==> src/rtl/input_conditioner_if.sv <==
// -----------------------------------------------------------------------------
// input_conditioner_if
// Groups the board-side key/switch inputs and the conditioned CPU-side outputs
// of input_conditioner into one bundle. Clock and reset stay plain ports.
//   ready_raw  raw ReadyIn key, asynchronous
//   sw_raw     raw switches [7:0], asynchronous
//   ready_out  stretched ready level to the CPU
//   sw_out     conditioned switch value to the CPU
//   busy       conditioner FSM is not IDLE
// Modports: master = board/driver side, slave = the conditioner itself.
// -----------------------------------------------------------------------------
interface input_conditioner_if;
  logic       ready_raw;
  logic [7:0] sw_raw;
  logic       ready_out;
  logic [7:0] sw_out;
  logic       busy;

  modport master (
    output ready_raw,
    output sw_raw,
    input  ready_out,
    input  sw_out,
    input  busy
  );

  modport slave (
    input  ready_raw,
    input  sw_raw,
    output ready_out,
    output sw_out,
    output busy
  );
endinterface

==> src/rtl/input_conditioner.sv <==
// -----------------------------------------------------------------------------
// input_conditioner
// Board-input front end on the fastclk domain. Synchronises and debounces the
// ReadyIn key and the 8 switches, turns each accepted press into a ready level
// HOLD_CYCLES long so a slow divided CPU clock can sample it, and presents a
// switch value that is stable while ready is high.
// Ports:
//   fastclk  in   board clock, all state on its rising edge
//   n_reset  in   asynchronous active-low reset
//   io       slave modport of input_conditioner_if
//            (ready_raw, sw_raw in; ready_out, sw_out, busy out)
// Configuration macro: INPUT_COND_SW_LIVE_EN
//   defined   : sw_out follows the debounced switches every cycle
//   undefined : sw_out is captured only when a press is accepted
// -----------------------------------------------------------------------------
module input_conditioner #(
  parameter int unsigned DB_CYCLES      = 1_000_000,
  parameter int unsigned HOLD_CYCLES    = 67_108_864,
  parameter bit          BTN_ACTIVE_LOW = 1'b1
) (
  input logic                fastclk,
  input logic                n_reset,
  input_conditioner_if.slave io
);

  localparam int DB_W   = $clog2(DB_CYCLES + 1);
  localparam int HOLD_W = $clog2(HOLD_CYCLES + 1);

  localparam logic [DB_W-1:0]   DB_LAST   = DB_W'(DB_CYCLES - 1);
  localparam logic [DB_W-1:0]   DB_MAX    = DB_W'(DB_CYCLES);
  localparam logic [HOLD_W-1:0] HOLD_LAST = HOLD_W'(HOLD_CYCLES - 1);
  localparam logic [HOLD_W-1:0] HOLD_MAX  = HOLD_W'(HOLD_CYCLES);

  typedef enum logic [1:0] {IDLE, HELD, WAIT_REL} state_t;

  // Counters stop at their terminal value instead of wrapping.
  function automatic logic [DB_W-1:0] sat_db(input logic [DB_W-1:0] c);
    return (c >= DB_MAX) ? c : c + DB_W'(1);
  endfunction

  function automatic logic [HOLD_W-1:0] sat_hold(input logic [HOLD_W-1:0] c);
    return (c >= HOLD_MAX) ? c : c + HOLD_W'(1);
  endfunction

  // Key is normalised to 1 = pressed before it enters the synchroniser.
  logic key_pol;
  assign key_pol = BTN_ACTIVE_LOW ? ~io.ready_raw : io.ready_raw;

  logic            key_s1_q, key_s2_q;
  logic [7:0]      sw_s1_q, sw_s2_q;
  logic            key_db_q, key_db_d;
  logic [DB_W-1:0] key_cnt_q, key_cnt_d;
  logic [7:0]      sw_db_q, sw_db_d;
  logic [7:0]      sw_cand_q, sw_cand_d;
  logic [DB_W-1:0] sw_cnt_q, sw_cnt_d;
  logic [DB_W-1:0] sw_run;

  state_t             state_q, state_d;
  logic               ready_q, ready_d;
  logic [7:0]         sw_out_q, sw_out_d;
  logic [HOLD_W-1:0]  hold_cnt_q, hold_cnt_d;

  // Key debounce: count while the synchronised key disagrees with key_db;
  // any return to agreement drops the count back to zero.
  always_comb begin
    key_db_d  = key_db_q;
    key_cnt_d = '0;
    if (key_s2_q != key_db_q) begin
      if (key_cnt_q == DB_LAST) key_db_d  = key_s2_q;
      else                      key_cnt_d = sat_db(key_cnt_q);
    end
  end

  // Switch debounce: sw_cand remembers the vector being timed, so a change
  // from one pending value to another restarts the shared count.
  always_comb begin
    sw_db_d   = sw_db_q;
    sw_cnt_d  = '0;
    sw_cand_d = sw_s2_q;
    sw_run    = (sw_s2_q == sw_cand_q) ? sw_cnt_q : '0;
    if (sw_s2_q != sw_db_q) begin
      if (sw_run == DB_LAST) sw_db_d  = sw_s2_q;
      else                   sw_cnt_d = sat_db(sw_run);
    end
  end

  // FSM next state
  always_comb begin
    state_d = state_q;
    case (state_q)
      IDLE:     if (key_db_q)                state_d = HELD;
      HELD:     if (hold_cnt_q == HOLD_LAST) state_d = WAIT_REL;
      WAIT_REL: if (!key_db_q)               state_d = IDLE;
      default:                               state_d = IDLE;
    endcase
  end

  // FSM registered outputs; key activity is deliberately ignored in HELD.
  always_comb begin
    ready_d    = ready_q;
    hold_cnt_d = hold_cnt_q;
`ifdef INPUT_COND_SW_LIVE_EN
    sw_out_d   = sw_db_q;
`else
    sw_out_d   = sw_out_q;
`endif
    case (state_q)
      IDLE: begin
        if (key_db_q) begin
          ready_d    = 1'b1;
          hold_cnt_d = '0;
`ifndef INPUT_COND_SW_LIVE_EN
          sw_out_d   = sw_db_q;
`endif
        end
      end
      HELD: begin
        hold_cnt_d = sat_hold(hold_cnt_q);
        if (hold_cnt_q == HOLD_LAST) ready_d = 1'b0;
      end
      default: ready_d = 1'b0;
    endcase
  end

  // State register
  always_ff @(posedge fastclk or negedge n_reset) begin
    if (!n_reset) begin
      key_s1_q   <= 1'b0;
      key_s2_q   <= 1'b0;
      sw_s1_q    <= '0;
      sw_s2_q    <= '0;
      key_db_q   <= 1'b0;
      key_cnt_q  <= '0;
      sw_db_q    <= '0;
      sw_cand_q  <= '0;
      sw_cnt_q   <= '0;
      state_q    <= IDLE;
      ready_q    <= 1'b0;
      sw_out_q   <= '0;
      hold_cnt_q <= '0;
    end else begin
      key_s1_q   <= key_pol;
      key_s2_q   <= key_s1_q;
      sw_s1_q    <= io.sw_raw;
      sw_s2_q    <= sw_s1_q;
      key_db_q   <= key_db_d;
      key_cnt_q  <= key_cnt_d;
      sw_db_q    <= sw_db_d;
      sw_cand_q  <= sw_cand_d;
      sw_cnt_q   <= sw_cnt_d;
      state_q    <= state_d;
      ready_q    <= ready_d;
      sw_out_q   <= sw_out_d;
      hold_cnt_q <= hold_cnt_d;
    end
  end

  assign io.ready_out = ready_q;
  assign io.sw_out    = sw_out_q;
  assign io.busy      = (state_q != IDLE);

endmodule

==> src/flat_wrapper.sv <==
// flat-port wrapper written by rule: the top's interface ports become plain ports
module input_conditioner_flat 
#(
  parameter int unsigned DB_CYCLES      = 1_000_000,
  parameter int unsigned HOLD_CYCLES    = 67_108_864,
  parameter bit          BTN_ACTIVE_LOW = 1'b1
)
  (fastclk, n_reset, io_ready_raw, io_sw_raw, io_ready_out, io_sw_out, io_busy);
  input_conditioner_if io_i ();
  input logic fastclk;
  input logic n_reset;
  input wire logic [$bits(io_i.ready_raw)-1:0] io_ready_raw;
  input wire logic [$bits(io_i.sw_raw)-1:0] io_sw_raw;
  output wire logic [$bits(io_i.ready_out)-1:0] io_ready_out;
  output wire logic [$bits(io_i.sw_out)-1:0] io_sw_out;
  output wire logic [$bits(io_i.busy)-1:0] io_busy;
  assign io_i.ready_raw = io_ready_raw;
  assign io_i.sw_raw = io_sw_raw;
  assign io_ready_out = io_i.ready_out;
  assign io_sw_out = io_i.sw_out;
  assign io_busy = io_i.busy;
  input_conditioner #(.DB_CYCLES(DB_CYCLES), .HOLD_CYCLES(HOLD_CYCLES), .BTN_ACTIVE_LOW(BTN_ACTIVE_LOW)) u_core (.fastclk(fastclk), .n_reset(n_reset), .io(io_i));
endmodule
==> config.mk <==
export PLATFORM = sky130hd
export DESIGN_NAME = input_conditioner_flat
export DESIGN_NICKNAME = d
export VERILOG_FILES = /design/src/rtl/input_conditioner_if.sv /design/src/rtl/input_conditioner.sv /design/src/flat_wrapper.sv
export SDC_FILE = /design/constraint.sdc
export NUM_CORES = 1
export LEC_CHECK = 0
export CORE_UTILIZATION = 35
export CTS_CLUSTER_SIZE = 28
export DETAILED_ROUTE_END_ITERATION = 12
export GPL_ROUTABILITY_DRIVEN = 0
export GPL_TIMING_DRIVEN = 0
export PLACE_DENSITY = 0.5
export RECOVER_POWER = 50
export SYNTH_ARGS = -nofsm -noshare
export SYNTH_HDL_FRONTEND = slang
export SYNTH_SLANG_ARGS = --single-unit
==> constraint.sdc <==
create_clock -name fastclk -period 1.9 [get_ports fastclk]
set_input_delay 0.475 -clock fastclk [delete_from_list [all_inputs] [get_ports fastclk]]
set_output_delay 0.475 -clock fastclk [all_outputs]
set_load 0.1 [all_outputs]
; ---- Word-level counts from Yosys, hierarchy flattened
; Cells that the tools add are included.
[word_totals]
latchBits = 0
romBits = 0
word_cells = 59
register_bits = 113
n_memories = 0
input_bits = 11
mem_bits_rw = 0
output_inout_bits = 10
[classes]
shift = 0
magnitude_cmp = 3
eq_ne = 13
addsub = 3
div_mod_pow = 0
bitwise = 1
multipliers = 0
n_reduce_logical = 9
mux = 17
[ops]
columns = cell, n
row1 = two-way mux 20 bit, 7
row2 = two-way mux 27 bit, 2
row3 = case mux 27 bit (2 select lines), 1
row4 = adder 20 x 1 -> 20 bit (second input constant), 2
row5 = == test 20 bit (second input constant), 2
row6 = greater-or-equal comparator 20 bit (second input constant), 2
row7 = adder 27 x 1 -> 27 bit (second input constant), 1
row8 = == test 27 x 26 -> 1 bit (second input constant), 1
row9 = greater-or-equal comparator 27 bit (second input constant), 1
row10 = == test 8 bit, 1
row11 = != test 8 bit, 1
row12 = AND reduction 2 bit, 4
row13 = two-way mux 2 bit, 3
row14 = case mux 2 bit (3 select lines), 1
row15 = AND reduction 3 bit, 2
row16 = != test 2 x 1 -> 1 bit (second input constant), 2
row17 = != test 2 bit (second input constant), 2
row18 = nonzero test 2 bit, 2
row19 = != test 3 bit (second input constant), 1
row20 = == test 2 x 1 -> 1 bit (second input constant), 1
row21 = == test 2 bit (second input constant), 1
row22 = logical NOT 2 bit, 1
row23 = two-way mux 1 bit, 2
row24 = case mux 1 bit (2 select lines), 1
row25 = other kinds (2), 2

; ---- Depth between registers and ports, before layout
[depth]
ltp_word = 6
depth_mapped = 9
mapped_depth_nobuf = 7

; ---- Worst setup path after synthesis
; OpenSTA, ideal clock, no wires.
[synth_timing]
path_kind = register to register
start = register u_core.sw_cnt_q[11]
end = register u_core.sw_cnt_q[19]
path_stages_with_launch = 8
arrival_time_ns = 1.779
path_slack_ns = -0.029
required_ns = 1.750
path_cell_list = dfrtp_1 -> nor4_1 -> nand4_1 -> a211oi_1 -> buf_4 -> nand2_1 -> a41oi_1 -> nor2_1
[synth_between]
elab_chain_len = 5
word_cells_on_any_way = 7
classes_between = add/sub: 1 / order compare: 1 / eq/ne: 1 / mux: 4
[synth_lines]
columns = element, line
row1 = "start, declared", input_conditioner.sv:55  ; logic [DB_W-1:0] sw_cnt_q, sw_cnt_d;
row2 = "start signal, assigned", input_conditioner.sv:150  ; sw_cnt_q <= sw_cnt_d;
row3 = two-way mux 20 bit *, input_conditioner.sv:80  ; sw_run = (sw_s2_q == sw_cand_q) ? sw_cnt_q : '0;
row4 = adder 20 x 1 -> 20 bit or greater-or-equal comparator 20 bit (tied branches), input_conditioner.sv:38  ; return (c >= DB_MAX) ? c : c + DB_W'(1);
row5 = two-way mux 20 bit, input_conditioner.sv:38
row6 = two-way mux 20 bit *, input_conditioner.sv:82  ; if (sw_run == DB_LAST) sw_db_d = sw_s2_q;
row7 = two-way mux 20 bit *, input_conditioner.sv:81  ; if (sw_s2_q != sw_db_q) begin
row8 = via u_core.sw_cnt_d[19], input_conditioner.sv:55
; The timed path passes the listed nets; every way through them passes the cells marked *.
; A chain may end at the register's enable or synchronous reset.

; ---- Final worst setup path
[layout_timing]
start = register u_core.sw_cnt_q[7]
end = register u_core.sw_cnt_q[4]
[layout_between]
elab_chain_len = 5
word_cells_on_any_way = 6
classes_between = order compare: 1 / eq/ne: 1 / mux: 4
[layout_lines]
columns = element, line
row1 = two-way mux 20 bit *, input_conditioner.sv:80
row2 = greater-or-equal comparator 20 bit, input_conditioner.sv:38
row3 = two-way mux 20 bit, input_conditioner.sv:38
row4 = two-way mux 20 bit *, input_conditioner.sv:82
row5 = two-way mux 20 bit *, input_conditioner.sv:81
row6 = via u_core.sw_cnt_d[4], input_conditioner.sv:55
; Marked as above.

==> flow_metrics.env <==
export IMPL_status="finished with violations"
export IMPL_violations="negative setup slack"
export IMPL_h_tree_depth=4
export IMPL_post_place_ws_ps=-479
export IMPL_clkPwrFrac_pct=54.5
export IMPL_synthTopCellsByArea="dfrtp_1 (55%), xor2_1 (6.8%), xnor2_1 (4.9%)"
export IMPL_syn_nets=484
export IMPL_clockBufferDepth=2
export IMPL_viasPerCell=5.02
export IMPL_synth_cells=470
export IMPL_cp_start_kind="flop"
export IMPL_sequentialPowerShare_pct=43.1
export IMPL_die_w_um=124
export IMPL_wl_per_cell_um=14.2
export IMPL_synth_top_family_by_area="simple AND/OR/NAND/NOR gates"
export IMPL_async_flop_share_pct=100
export IMPL_worstMarginPinSlew_ps=631
export IMPL_grt_pass1_wl_um=17300
export IMPL_synth_xor_area_share_pct=11.7
export IMPL_clock_latency_ps=420
export IMPL_cp_required_ps=2200
export IMPL_finalSetupViolations=4
export IMPL_n_fill_cell=1326
export IMPL_swShare_pct=21.6
export IMPL_grt_max_degree=68
export IMPL_row_count=44
export IMPL_hold_slack_ps=346
export IMPL_critPathKind="reg2reg"
export IMPL_comb_power_share_pct=2.4
export IMPL_leakagePower_nw=2.89
export IMPL_core_um2=14500
export IMPL_seq_area_frac_synth_pct=54.6
export IMPL_antenna_cells=0
export IMPL_drtIter0Drc=180
export IMPL_cts_made_buffers=17
export IMPL_grt_pass1_vias=3524
export IMPL_die_area_um2=15300
export IMPL_rsz0062_at_grt="yes"
export IMPL_portBuffers=20
export IMPL_drc_errors=0
export IMPL_dp_hpwl_um=6370
export IMPL_cts_tree="done"
export IMPL_grt_ovfl_total=0
export IMPL_synthMuxAreaShare_pct=3.91
export IMPL_finish_utilization_pct=46.8
export IMPL_antenna_found_initial=0
export IMPL_synth_edff_count=0
export IMPL_drive_above_1_share_pct=29.6
export IMPL_syn_to_final_growth_pct=30.8
export IMPL_multiInputGateArea_um2=2560
export IMPL_hold_path_class="reg2reg"
export IMPL_p_int_w=0.00449
export IMPL_max_cap_violations=0
export IMPL_start_util_pct=35.8
export IMPL_slew_viol_final=0
export IMPL_firstDrtPassIters=4
export IMPL_cts_root_buf="clkbuf_16"
export IMPL_chipHeight_um=124
export IMPL_fin_ws_ps=-53.4
export IMPL_cts_clk_slew_worst_paths_ps=50
export IMPL_yosysUniqueCellTypes=56
export IMPL_ios=21
export IMPL_syn_area_per_cell_um2=11.0
export IMPL_maxSlewHeadroom_pct=57.9
export IMPL_synth_compound_area_share_pct=6.49
export IMPL_syn_area_um2=5180
export IMPL_synth_flop_cell="dfrtp_1"
export IMPL_ys_warn_count=0
export IMPL_period_needed_ps=1950
export IMPL_ys_ff_latch=113
export IMPL_fmax_mhz=512
export IMPL_yosys_area_top_type="dfrtp_1"
export IMPL_drt_wl_total_um=10400
export IMPL_synth_most_common_cell="dfrtp_1"
export IMPL_seq_area_um2=2830
export IMPL_synthTopCellsByCount="dfrtp_1 (113), nor2_1 (66), xor2_1 (40), xnor2_1 (29), nand2_1 (27)"
export IMPL_layout_cells_non_filler=731
export IMPL_yosys_area_share_adder_pct=0.724
export IMPL_place_area_um2=5650
export IMPL_vias=3672
export IMPL_synthSimpleGateAreaFrac_pct=20.2
export IMPL_ir_worst_vdd_mv=0.481
export IMPL_grt_usage_pct=15.0
export IMPL_power_density_nw_per_um2=844
export IMPL_dpl_cell_count=675
export IMPL_final_area_um2=6780
export IMPL_cts_sinks=113
export IMPL_finClkSkew_ps=5.00
export IMPL_end_kind="flop"
export IMPL_cp_max_fo=5
export IMPL_hold_viol_final=0
export IMPL_cp_data_arrival_time_ps=2260
export IMPL_finalCritPeriodShare_pct=103
export IMPL_switching_power_w=0.00124
export IMPL_synth_top_area_share_pct=54.6
export IMPL_nets=548
export IMPL_ant_nets=0
==> sequential cells by signal (all words and copies together) (netlist names) <==
register	flops
u_core.io.ready_out	1
u_core.sw_s1_q	8
u_core.key_s2_q	1
u_core.io.sw_out	8
u_core.hold_cnt_q	27
u_core.sw_cand_q	8
u_core.key_db_q	1
u_core.sw_cnt_q	20
u_core.sw_db_q	8
u_core.key_s1_q	1
u_core.key_cnt_q	20
u_core.sw_cand_d	8
u_core.state_q	2
==> power by group through the flow <==
stage               clock, W  sequential (W)  combinational [W]
floorplan                  0         0.00250          0.0000411
global placement           0         0.00251           0.000120
detailed placement         0         0.00251           0.000128
CTS                  0.00320         0.00247           0.000143
global route         0.00331         0.00247           0.000160
finish               0.00312         0.00247           0.000139
==> timing repair <==
action / 4_1_cts / 5_1_grt
hold buffers: 1 / 0
resized for setup: 72 / 46
cloned: 1 / 0
endpoints found under the hold margin: 46 / 0
pin swaps: 12 / 19
endpoints found under the setup margin: 84 / 57
setup buffers: 11 / 12
==> cell usage in the layout (no fill, tap or decap), types with 4 or more instances in the layout <==
master           netlist  routed
dfrtp_1              113     108
nor2_1                66      63
xor2_1                40      40
xnor2_1               29      28
nand2_1               27      23
buf_4                  2      22
nand3_1               21      20
nand4_1               19      19
mux2_2                18      18
clkbuf_16              0      17
inv_1                 11      11
dlygate4sd3_1          0      10
a21oi_1               12       9
and3_1                10       9
buf_6                  2       9
clkdlybuf4s15_2        0       8
o21ai_0                8       7
clkinvlp_4             0       7
and4_1                 5       5
or3_1                  7       5
nor3_1                10       5
dfrtp_2                0       5
and4_2                 4       4
a21oi_2                1       4
nor3_2                 1       4
nor4_4                 0       4
==> final timing paths <==
| kind | start | slack, ps | endpoint | cells past startpoint |
|---|---|---|---|---|
| max | u_core.sw_cnt_q[7]$_DFF_PN0_ | -50 | u_core.sw_cnt_q[4]$_DFF_PN0_ | 6 |
| max in group asynchronous | n_reset | 360 | u_core.hold_cnt_q[2]$_DFFE_PN0P_ | 3 |
| max reg2reg | u_core.sw_cnt_q[7]$_DFF_PN0_ | -50 | u_core.sw_cnt_q[4]$_DFF_PN0_ | 6 |
| min in group asynchronous | n_reset | 550 | u_core.sw_cnt_q[13]$_DFF_PN0_ | 2 |
| min | u_core.sw_s1_q[0]$_DFF_PN0_ | 350 | u_core.sw_cand_d[0]$_DFF_PN0_ | 0 |
| min reg2reg | u_core.sw_s1_q[0]$_DFF_PN0_ | 350 | u_core.sw_cand_d[0]$_DFF_PN0_ | 0 |
==> worst max-delay path: stages, from the launching register on <==
cell and delay [ps]:
dfrtp_2 430, nor4_4 300, nand4_1 210, a211o_4 410
a21oi_4 240, nor3_2 60, o21ba_2 190
==> per-layer routing <==
metal	up-vias	part of all wire (%)	routed length, um	global-route usage [%]
li1	1771	-	-	-
met1	1833	49	5120	19.7
met2	49	45	4720	22.4
met3	19	3.6	375	4.99
met4	0	1.9	199	6.55
met5	-	0	0	0
==> stage by stage <==
| stage | setup TNS, ps | total power (W) |
|---|---|---|
| after floorplan | -254 | 0.00254 |
| after global placement | -483470 | 0.00263 |
| after detailed placement | -25070 | 0.00264 |
| after CTS | -118 | 0.00581 |
| after global routing | -2210 | 0.00594 |
| final | -88.0 | 0.00572 |
==> layout make-up <==
class / count / area share, %
flip-flops and latches: 113 / 41.8
well taps: 184 / 3.40
repair buffers: 45 / 6.18
clock inverters: 13 / 2.01
inverters: 11 / 0.609
clock buffers: 19 / 6.68
multi-input cells: 334 / 37.7
plain buffers: 12 / 1.59
==> kinds of logic after synthesis <==
family,after synthesis
adders and majority gates,3
muxes,18
xor gates and xnor gates,69
and+or+nand+nor,201
DFF,113
AOI/OAI and AO/OA,42
buffers and inverters,24
(Power assumes the default switching activity.)
